**src/rtl/fir_stream_sequencer.sv**
```systemverilog
`default_nettype none
// ----------------------------------------------------------------------------
// fir_stream_sequencer: clear/load/stream/drain control for a pipelined FIR, rev 1.0
// ----------------------------------------------------------------------------
module fir_stream_sequencer #(
  parameter int N   = 100,
  parameter int LAT = N + 3,
  parameter int W   = 16
) (
  input  logic           clk_i,
  input  logic           rst_ni,
  input  logic           cfg_start_i,
  input  logic           cfg_valid_i,
  output logic           cfg_ready_o,
  input  logic [W-1:0]   cfg_coeff_i,
  input  logic           flush_i,
  input  logic           s_valid_i,
  output logic           s_ready_o,
  input  logic [W-1:0]   s_data_i,
  output logic           m_valid_o,
  input  logic           m_ready_i,
  output logic [2*W-1:0] m_data_o,
  output logic           fir_clr_o,
  output logic           fir_load_coeff_o,
  output logic [W-1:0]   fir_coeff_o,
  output logic           fir_start_o,
  output logic [W-1:0]   fir_x_o,
  input  logic [2*W-1:0] fir_y_i,
  output logic           busy_o
);

  localparam int CW = $clog2(N + 1);
  localparam int LW = $clog2(LAT + 1);
  localparam logic [CW-1:0] C_CFG_LAST   = CW'(N - 1);
  localparam logic [LW-1:0] C_FILL_MAX   = LW'(LAT);
  localparam logic [LW-1:0] C_FILL_EMIT  = LW'(LAT - 1);
  localparam logic [LW-1:0] C_DRAIN_LAST = LW'(LAT - 2);

  typedef enum logic [2:0] {
    S_IDLE  = 3'd0,
    S_CLR   = 3'd1,
    S_LOAD  = 3'd2,
    S_RUN   = 3'd3,
    S_DRAIN = 3'd4
  } state_t;

  state_t          state_q, state_d;
  logic [CW-1:0]   cfg_cnt_q, cfg_cnt_d;
  logic [LW-1:0]   fill_q, fill_d;
  logic [LW-1:0]   drain_cnt_q, drain_cnt_d;
  logic            m_valid_q, m_valid_d;
  logic            fir_clr_q, fir_clr_d;
  logic            adv;
  logic            out_free;

  // An advance is only allowed when no unaccepted result sits on m_data.
  assign out_free = !(m_valid_q && !m_ready_i);

  always_comb begin
    state_d          = state_q;
    cfg_cnt_d        = cfg_cnt_q;
    fill_d           = fill_q;
    drain_cnt_d      = drain_cnt_q;
    fir_clr_d        = 1'b0;
    adv              = 1'b0;
    cfg_ready_o      = 1'b0;
    s_ready_o        = 1'b0;
    fir_load_coeff_o = 1'b0;
    fir_coeff_o      = '0;
    fir_start_o      = 1'b0;
    fir_x_o          = '0;

    case (state_q)
      S_IDLE: begin
        if (cfg_start_i) begin
          state_d   = S_CLR;
          fir_clr_d = 1'b1;
        end
      end
      S_CLR: begin
        cfg_cnt_d = '0;
        state_d   = S_LOAD;
      end
      S_LOAD: begin
        cfg_ready_o = 1'b1;
        if (cfg_valid_i) begin
          fir_load_coeff_o = 1'b1;
          fir_coeff_o      = cfg_coeff_i;
          if (cfg_cnt_q == C_CFG_LAST) begin
            cfg_cnt_d = '0;
            fill_d    = '0;
            state_d   = S_RUN;
          end else begin
            cfg_cnt_d = cfg_cnt_q + 1'b1;
          end
        end
      end
      S_RUN: begin
        s_ready_o = out_free;
        if (s_valid_i && out_free) begin
          adv         = 1'b1;
          fir_start_o = 1'b1;
          fir_x_o     = s_data_i;
        end
        if (flush_i) begin
          drain_cnt_d = '0;
          state_d     = S_DRAIN;
        end
      end
      S_DRAIN: begin
        if (out_free) begin
          adv         = 1'b1;
          fir_start_o = 1'b1;
          if (drain_cnt_q == C_DRAIN_LAST) begin
            state_d = S_IDLE;
          end else begin
            drain_cnt_d = drain_cnt_q + 1'b1;
          end
        end
      end
      default: state_d = S_IDLE;
    endcase

    if (adv && (fill_q != C_FILL_MAX)) begin
      fill_d = fill_q + 1'b1;
    end

    // A new result on the same edge as a handshake keeps m_valid high.
    if (adv && (fill_q >= C_FILL_EMIT)) begin
      m_valid_d = 1'b1;
    end else if (m_ready_i) begin
      m_valid_d = 1'b0;
    end else begin
      m_valid_d = m_valid_q;
    end
  end

  always_ff @(posedge clk_i or negedge rst_ni) begin
    if (!rst_ni) begin
      state_q     <= S_IDLE;
      cfg_cnt_q   <= '0;
      fill_q      <= '0;
      drain_cnt_q <= '0;
      m_valid_q   <= 1'b0;
      fir_clr_q   <= 1'b0;
    end else begin
      state_q     <= state_d;
      cfg_cnt_q   <= cfg_cnt_d;
      fill_q      <= fill_d;
      drain_cnt_q <= drain_cnt_d;
      m_valid_q   <= m_valid_d;
      fir_clr_q   <= fir_clr_d;
    end
  end

  assign m_valid_o = m_valid_q;
  assign m_data_o  = m_valid_q ? fir_y_i : '0;
  assign fir_clr_o = fir_clr_q;
  assign busy_o    = (state_q != S_IDLE);

endmodule
`default_nettype wire
```
**config.mk**
```make
export PLATFORM = sky130hd
export DESIGN_NAME = fir_stream_sequencer
export DESIGN_NICKNAME = d
export VERILOG_FILES = /design/src/rtl/fir_stream_sequencer.sv
export SDC_FILE = /design/constraint.sdc
export NUM_CORES = 1
export LEC_CHECK = 0
export CORE_MARGIN = 2
export CORE_UTILIZATION = 33
export CTS_BUF_LIST = sky130_fd_sc_hd__clkbuf_2
export DETAILED_ROUTE_END_ITERATION = 6
export PLACE_DENSITY_LB_ADDON = 0.1
export SETUP_SLACK_MARGIN = 0.5
export SLEW_MARGIN = 10
export SYNTH_ARGS = -nofsm -noshare
export SYNTH_HDL_FRONTEND = slang
export SYNTH_SLANG_ARGS = --single-unit
export TNS_END_PERCENT = 10
```
**constraint.sdc**
```tcl
create_clock -name clk_i -period 1.7 [get_ports clk_i]
set_input_delay 0.34 -clock clk_i [delete_from_list [all_inputs] [get_ports clk_i]]
set_output_delay 0.34 -clock clk_i [all_outputs]
set_load 0.02 [all_outputs]
```
Word-level counts from Yosys, hierarchy flattened
Index checks and enable logic that the tools add are counted.

Add/sub/neg operators: 3. Order comparisons: 1. Equality and inequality tests: 14. Mux-type cells: 34. Reductions and logical operators: 18.

Operators with widths (number): 16-bit 2-to-1 mux (4); 7-bit 2-to-1 mux (9); 32-bit 2-to-1 mux (1); 7-bit one-hot mux with 2 select lines (2); 7-bit by 1-bit adder with 7-bit output (second input constant) (3); 3-bit 2-to-1 mux (6); 3-bit one-hot mux with 5 select lines (1); 7-bit equality test (second input constant) (2); 2-bit inequality test (second input constant) (7); 2-bit nonzero test (6); 1-bit 2-to-1 mux (10); 7-bit greater-or-equal comparator (second input constant) (1); 7-bit inequality test (second input constant) (1); 3-bit by 2-bit equality test with 1-bit output (second input constant) (2); 6-bit AND reduction (1); 1-bit logical AND (4); 4-bit AND reduction (1); 3-bit by 1-bit equality test with 1-bit output (second input constant) (1); 3-bit equality test (second input constant) (1); 3-bit logical NOT (1); 3-bit AND reduction (1); 3-bit nonzero test (1); 1-bit logical NOT (2); 1-bit one-hot mux with 2 select lines (1); 2-bit AND reduction (1).

Register bits after elaboration: 26. Output and inout bits: 71.

Longest topological paths before layout
Depth in word-level cells: 9. Mapped depth: 7. Mapped depth without buffers: 6.

Least setup slack after synthesis
OpenSTA, ideal clock, no wires.

Kind: register -> output. Start: register state_q[2]. End: output port fir_x_o[10]. Arrival: 1.569 ns. Required time: 1.360 ns. Slack: -0.209 ns. Cell stages (with the launch flop): 5. Path buffers: 1. Cell sequence: dfrtp_1 nand3b_2 nor2b_1 buf_2 and3_1.

Cells in the longest elaborated chain, start to end: 2.

RTL lines: from (decl) (line 47) `state_t state_q, state_d;`; from (signal assigned) (line 147) `state_q <= state_d;`; 3-bit by 2-bit equality test with 1-bit output (line 73) `case (state_q)`; 16-bit 2-to-1 mux (line 73); to (decl) (line 27) `output logic [W-1:0] fir_x_o,`.

Every way passes these cells.

Worst setup path in the final report
Start: register state_q[2]. End: output port fir_x_o[13].

Same word-level chain as after synthesis.

==> impl_summary.md <==
Outcome
The flow ran to the end, but the final reports show violations. The final reports fail on negative setup slack.

Floorplanning
The number of I/O pins is 142. The placeable core region is 5920 sq um. Measured along the y axis, the die boundary spans a little over 80 um. The number of rows created at floorplan is 28. The floorplan step defined a die boundary enclosing 6800 sq um. The horizontal die dimension is 82.5 um. The initial utilization of the core area, before any placement, comes to 0.343.

Clocking
The clock latency at the later pin of the worst-skew pair is between 0.3 and 0.4 ns. TritonCTS built the clock tree. The tree is rooted in a sky130_fd_sc_hd__clkbuf_2.

After clock tree synthesis, the flow added hold-fix buffers numbering 0. CTS built an H-tree with a depth of 1. The tree built by TritonCTS fans out to 26 sinks. The clock slew seen by the registers of the worst setup and hold paths is ~0.27 ns. The CTS buffer count is 3. Counting along the longest clock path gives a buffer depth of 2.

Drt
The detail-routed net length per standard cell is 15.6 um. The number of design-rule violations left by the first detailed-router iteration is 73. The routed design has 7.70 mm of wire.

The routed layout has about 2,400 vias. In the routed design, unresolved DRC markers number 0. The number of nets still failing antenna checks after routing is 0. The post-detailed-route via-to-cell ratio is 4.92. The first detailed-routing pass took 4 iterations.

Synth
Synthesis produced a netlist with a net count of 309. The synthesized netlist occupies a cell area of 2030 sq um. The area share of the largest cell type after synthesis is 0.320.

Yosys attributes the largest share of cell area to sky130_fd_sc_hd__dfrtp_1 (32%), sky130_fd_sc_hd__and2_1 (15%), sky130_fd_sc_hd__and3_1 (5.2%). Of the synthesized area, sequential elements account for 0.320. The number of library cell types mapped by synthesis is 54. Synthesis handed over a netlist of 233 instances.

The cell with the most instances after synthesis is sky130_fd_sc_hd__and2_1. The count of flip-flops with a built-in enable after synthesis is 0. Averaged over all synthesized cells, the footprint is 8.72 sq um.

Summed over all instances, the cell type with the most area after synthesis is sky130_fd_sc_hd__dfrtp_1. The most used flip-flop cell after synthesis is sky130_fd_sc_hd__dfrtp_1. Yosys printed 0 warnings. Synthesis inferred 26 register bits. Of all flip-flops after synthesis, the portion carrying an async set or reset was 1.00.

The commonest cells after synthesis are sky130_fd_sc_hd__and2_1 (49), sky130_fd_sc_hd__dfrtp_1 (26), sky130_fd_sc_hd__and3_1 (17).

GRT
The initial antenna violation count is 0. The first global-routing pass estimated around 11 mm of wire. The number of global-route vias before repair came to ~2,300. The all-layer global routing usage is 0.216. After global routing the overflow that remains totals 0. The largest net degree at the start of global routing is 34.

Placed design
The count of buffers inserted at the top-level ports is 141. The weighted congestion at the end of routability-driven global placement is 0.840. The number of placed instances, taps included, is between 400 and 500. The placed wire-length estimate after detailed placement is 5.76 mm.

Cells and area
The final standard cell count with taps included and fillers excluded is 493. Of the cells placed in the final design, the portion with a size suffix greater than 1 is 0.481. The core occupancy in the finished layout is 0.724.

The net count of the finished layout is 495. The diode insertion count for antenna repair is 0. From synthesis to final layout, the design area changed by 111%.

STA
The setup clock skew after layout is 0.0157 ns. On the final layout, the worst hold slack is 0.274 ns. The worst slew slack as a fraction of its limit is 0.713. The count of final max-slew check failures came to 0. At the pin with the least slew margin, the transition time is about 0.43 ns. The final hold violation count is 0. The post-layout worst setup margin is -0.339 ns. The count of final setup violators is 59. The highest clock frequency the design can meet is 0.490 GHz. Setup repair after global routing could not meet its margin everywhere.

The final period utilization is 1.20. The clock period minus worst slack is about 2.0 ns.

Worst setup path
The type of destination of the critical path is a primary output. The required time reported for the critical path endpoint is 1.36 ns. STA classifies the critical path startpoint as a register. For the worst setup path, the data arrival time is 1.70 ns.

Tracing the worst setup path back leads to its startpoint at state_q[2]. The worst register-to-register path begins at state_q[0]. The setup check on the worst reg-to-reg path leaves a slack of -0.23 ns. In this run the worst setup path terminates at fir_x_o[13]. The setup path with the least slack is of type register to primary output. The worst register-to-register path ends at fill_q[6].

Along the worst path, the maximum fanout reaches 7. For the worst flop-to-flop path, the logic depth is 6.

Power
Across the VDD grid, the largest voltage drop is 0.858 mV. Of the total power, combinational logic draws 0.697. For this design the static power due to leakage is 1.98 nW. The internal power of the cells totals 2.71 mW. The proportion of power drawn by the clock network is 0.090. The power per cell area is 1050 nW/um^2.

The power consumption is 4.51 mW. The relative contribution of sequential cells to total power is 0.213. In this run the power spent charging and discharging nets is between 1.5 and 2 mW. The fraction of power spent switching nets is 0.400.

Flow run
The max-cap violation count is 0.

Hold path
The min-delay analysis places its worst path in the category input port to asynchronous set/reset pin.
cell usage in the layout, fill, tap and decap left out, types with 4 or more instances in the layout:
master	count
sky130_fd_sc_hd__a21oi_1	5
sky130_fd_sc_hd__and2_1	14
sky130_fd_sc_hd__and2_4	35
sky130_fd_sc_hd__and3_1	6
sky130_fd_sc_hd__and3_4	10
sky130_fd_sc_hd__buf_4	43
sky130_fd_sc_hd__buf_6	68
sky130_fd_sc_hd__clkdlybuf4s50_1	70
sky130_fd_sc_hd__dfrtp_1	23
sky130_fd_sc_hd__ha_1	5
sky130_fd_sc_hd__inv_1	11
sky130_fd_sc_hd__mux2i_1	4
sky130_fd_sc_hd__nand2_1	15
sky130_fd_sc_hd__nand2b_1	5
sky130_fd_sc_hd__nand3_1	9
sky130_fd_sc_hd__nand4_1	8
sky130_fd_sc_hd__nor2_1	5
sky130_fd_sc_hd__o21ai_2	4
sky130_fd_sc_hd__or3_1	4
cell families (layout without fill, tap and decap cells):
family          count (synthesis)  count (layout)  share of synthesized area
mux                             6               6                     0.0308
simple gates                  130             132                      0.400
buf+inv                        22             205                     0.0493
fa+ha+maj                       5               5                     0.0308
xor+xnor                        2               2                    0.00862
compound gates                 42              42                      0.161
flops                          26              26                      0.320
worst min-delay path by stage:
stage / from / endpoint / cells after the start
CTS: rst_ni / cfg_cnt_q[0] / 2
global placement: drain_cnt_q[6] / drain_cnt_q[6] / 2
floorplan: rst_ni / cfg_cnt_q[0] / 0
global route: rst_ni / fill_q[2] / 2
detailed placement: drain_cnt_q[6] / drain_cnt_q[6] / 2
finish: rst_ni / cfg_cnt_q[0] / 2
power by group through the flow:
stage / Sequential (mW) / Combinational (mW) / Clock, mW
floorplan: 0.960 / 1.39 / 0
detailed placement: 0.972 / 2.59 / 0
global route: 0.993 / 3.39 / 0.442
CTS: 0.955 / 3.06 / 0.412
global placement: 0.972 / 2.55 / 0
finish: 0.959 / 3.14 / 0.406
layout make-up:
cell class | count | area [sq um]
clock buffers | 3 | 15.0
clock inverters | 1 | 30.0
fillers | 447 | 1640
repair buffers | 189 | 1910
multi-input cells | 187 | 1540
well taps | 75 | 93.8
inverters | 12 | 45.0
flip-flops and latches | 26 | 654
sequential cells by signal (all words and copies together) (netlist names):
name         flops
fill_q           7
drain_cnt_q      7
m_valid_o        1
cfg_cnt_q        7
fir_clr_o        1
state_q          3
worst max-delay path: stages (launching register included):
cell and delay (ns):
sky130_fd_sc_hd__dfrtp_1 0.46, sky130_fd_sc_hd__nand3b_4 0.18, sky130_fd_sc_hd__nor2b_4 0.13, sky130_fd_sc_hd__buf_4 0.14, sky130_fd_sc_hd__buf_16 0.11, sky130_fd_sc_hd__and3_4 0.18, sky130_fd_sc_hd__buf_6 0.11
routing by layer:
| metal | routed length (um) | part of all wire | global-route usage | vias to the layer above |
|---|---|---|---|---|
| li1 | - | - | - | 1216 |
| met1 | 2960 | 0.38 | 0.249 | 1129 |
| met2 | 4060 | 0.53 | 0.409 | 72 |
| met3 | 592 | 0.077 | 0.0457 | 8 |
| met4 | 82 | 0.011 | 0.0367 | 0 |
| met5 | 0 | 0 | 0 | - |
per-stage QoR:
step           area (sq um)  setup TNS [ns]  setup WS (ns)
2_1_floorplan          2120               0         0.0576
3_3_place_gp           3860          -32.00         -0.639
3_5_place_dp           3860          -32.76         -0.659
4_1_cts                4140          -13.77         -0.336
5_1_grt                4290          -19.87         -0.444
6_report               4290          -13.22         -0.339
timing repair:
item                                    in CTS  in global routing
buffers inserted                             9                  0
gates cloned                                 3                  0
endpoints found under the setup margin      97                 97
gates resized for setup                    421                 56
pin swaps                                    8                  4
(Power assumes the default switching activity.)
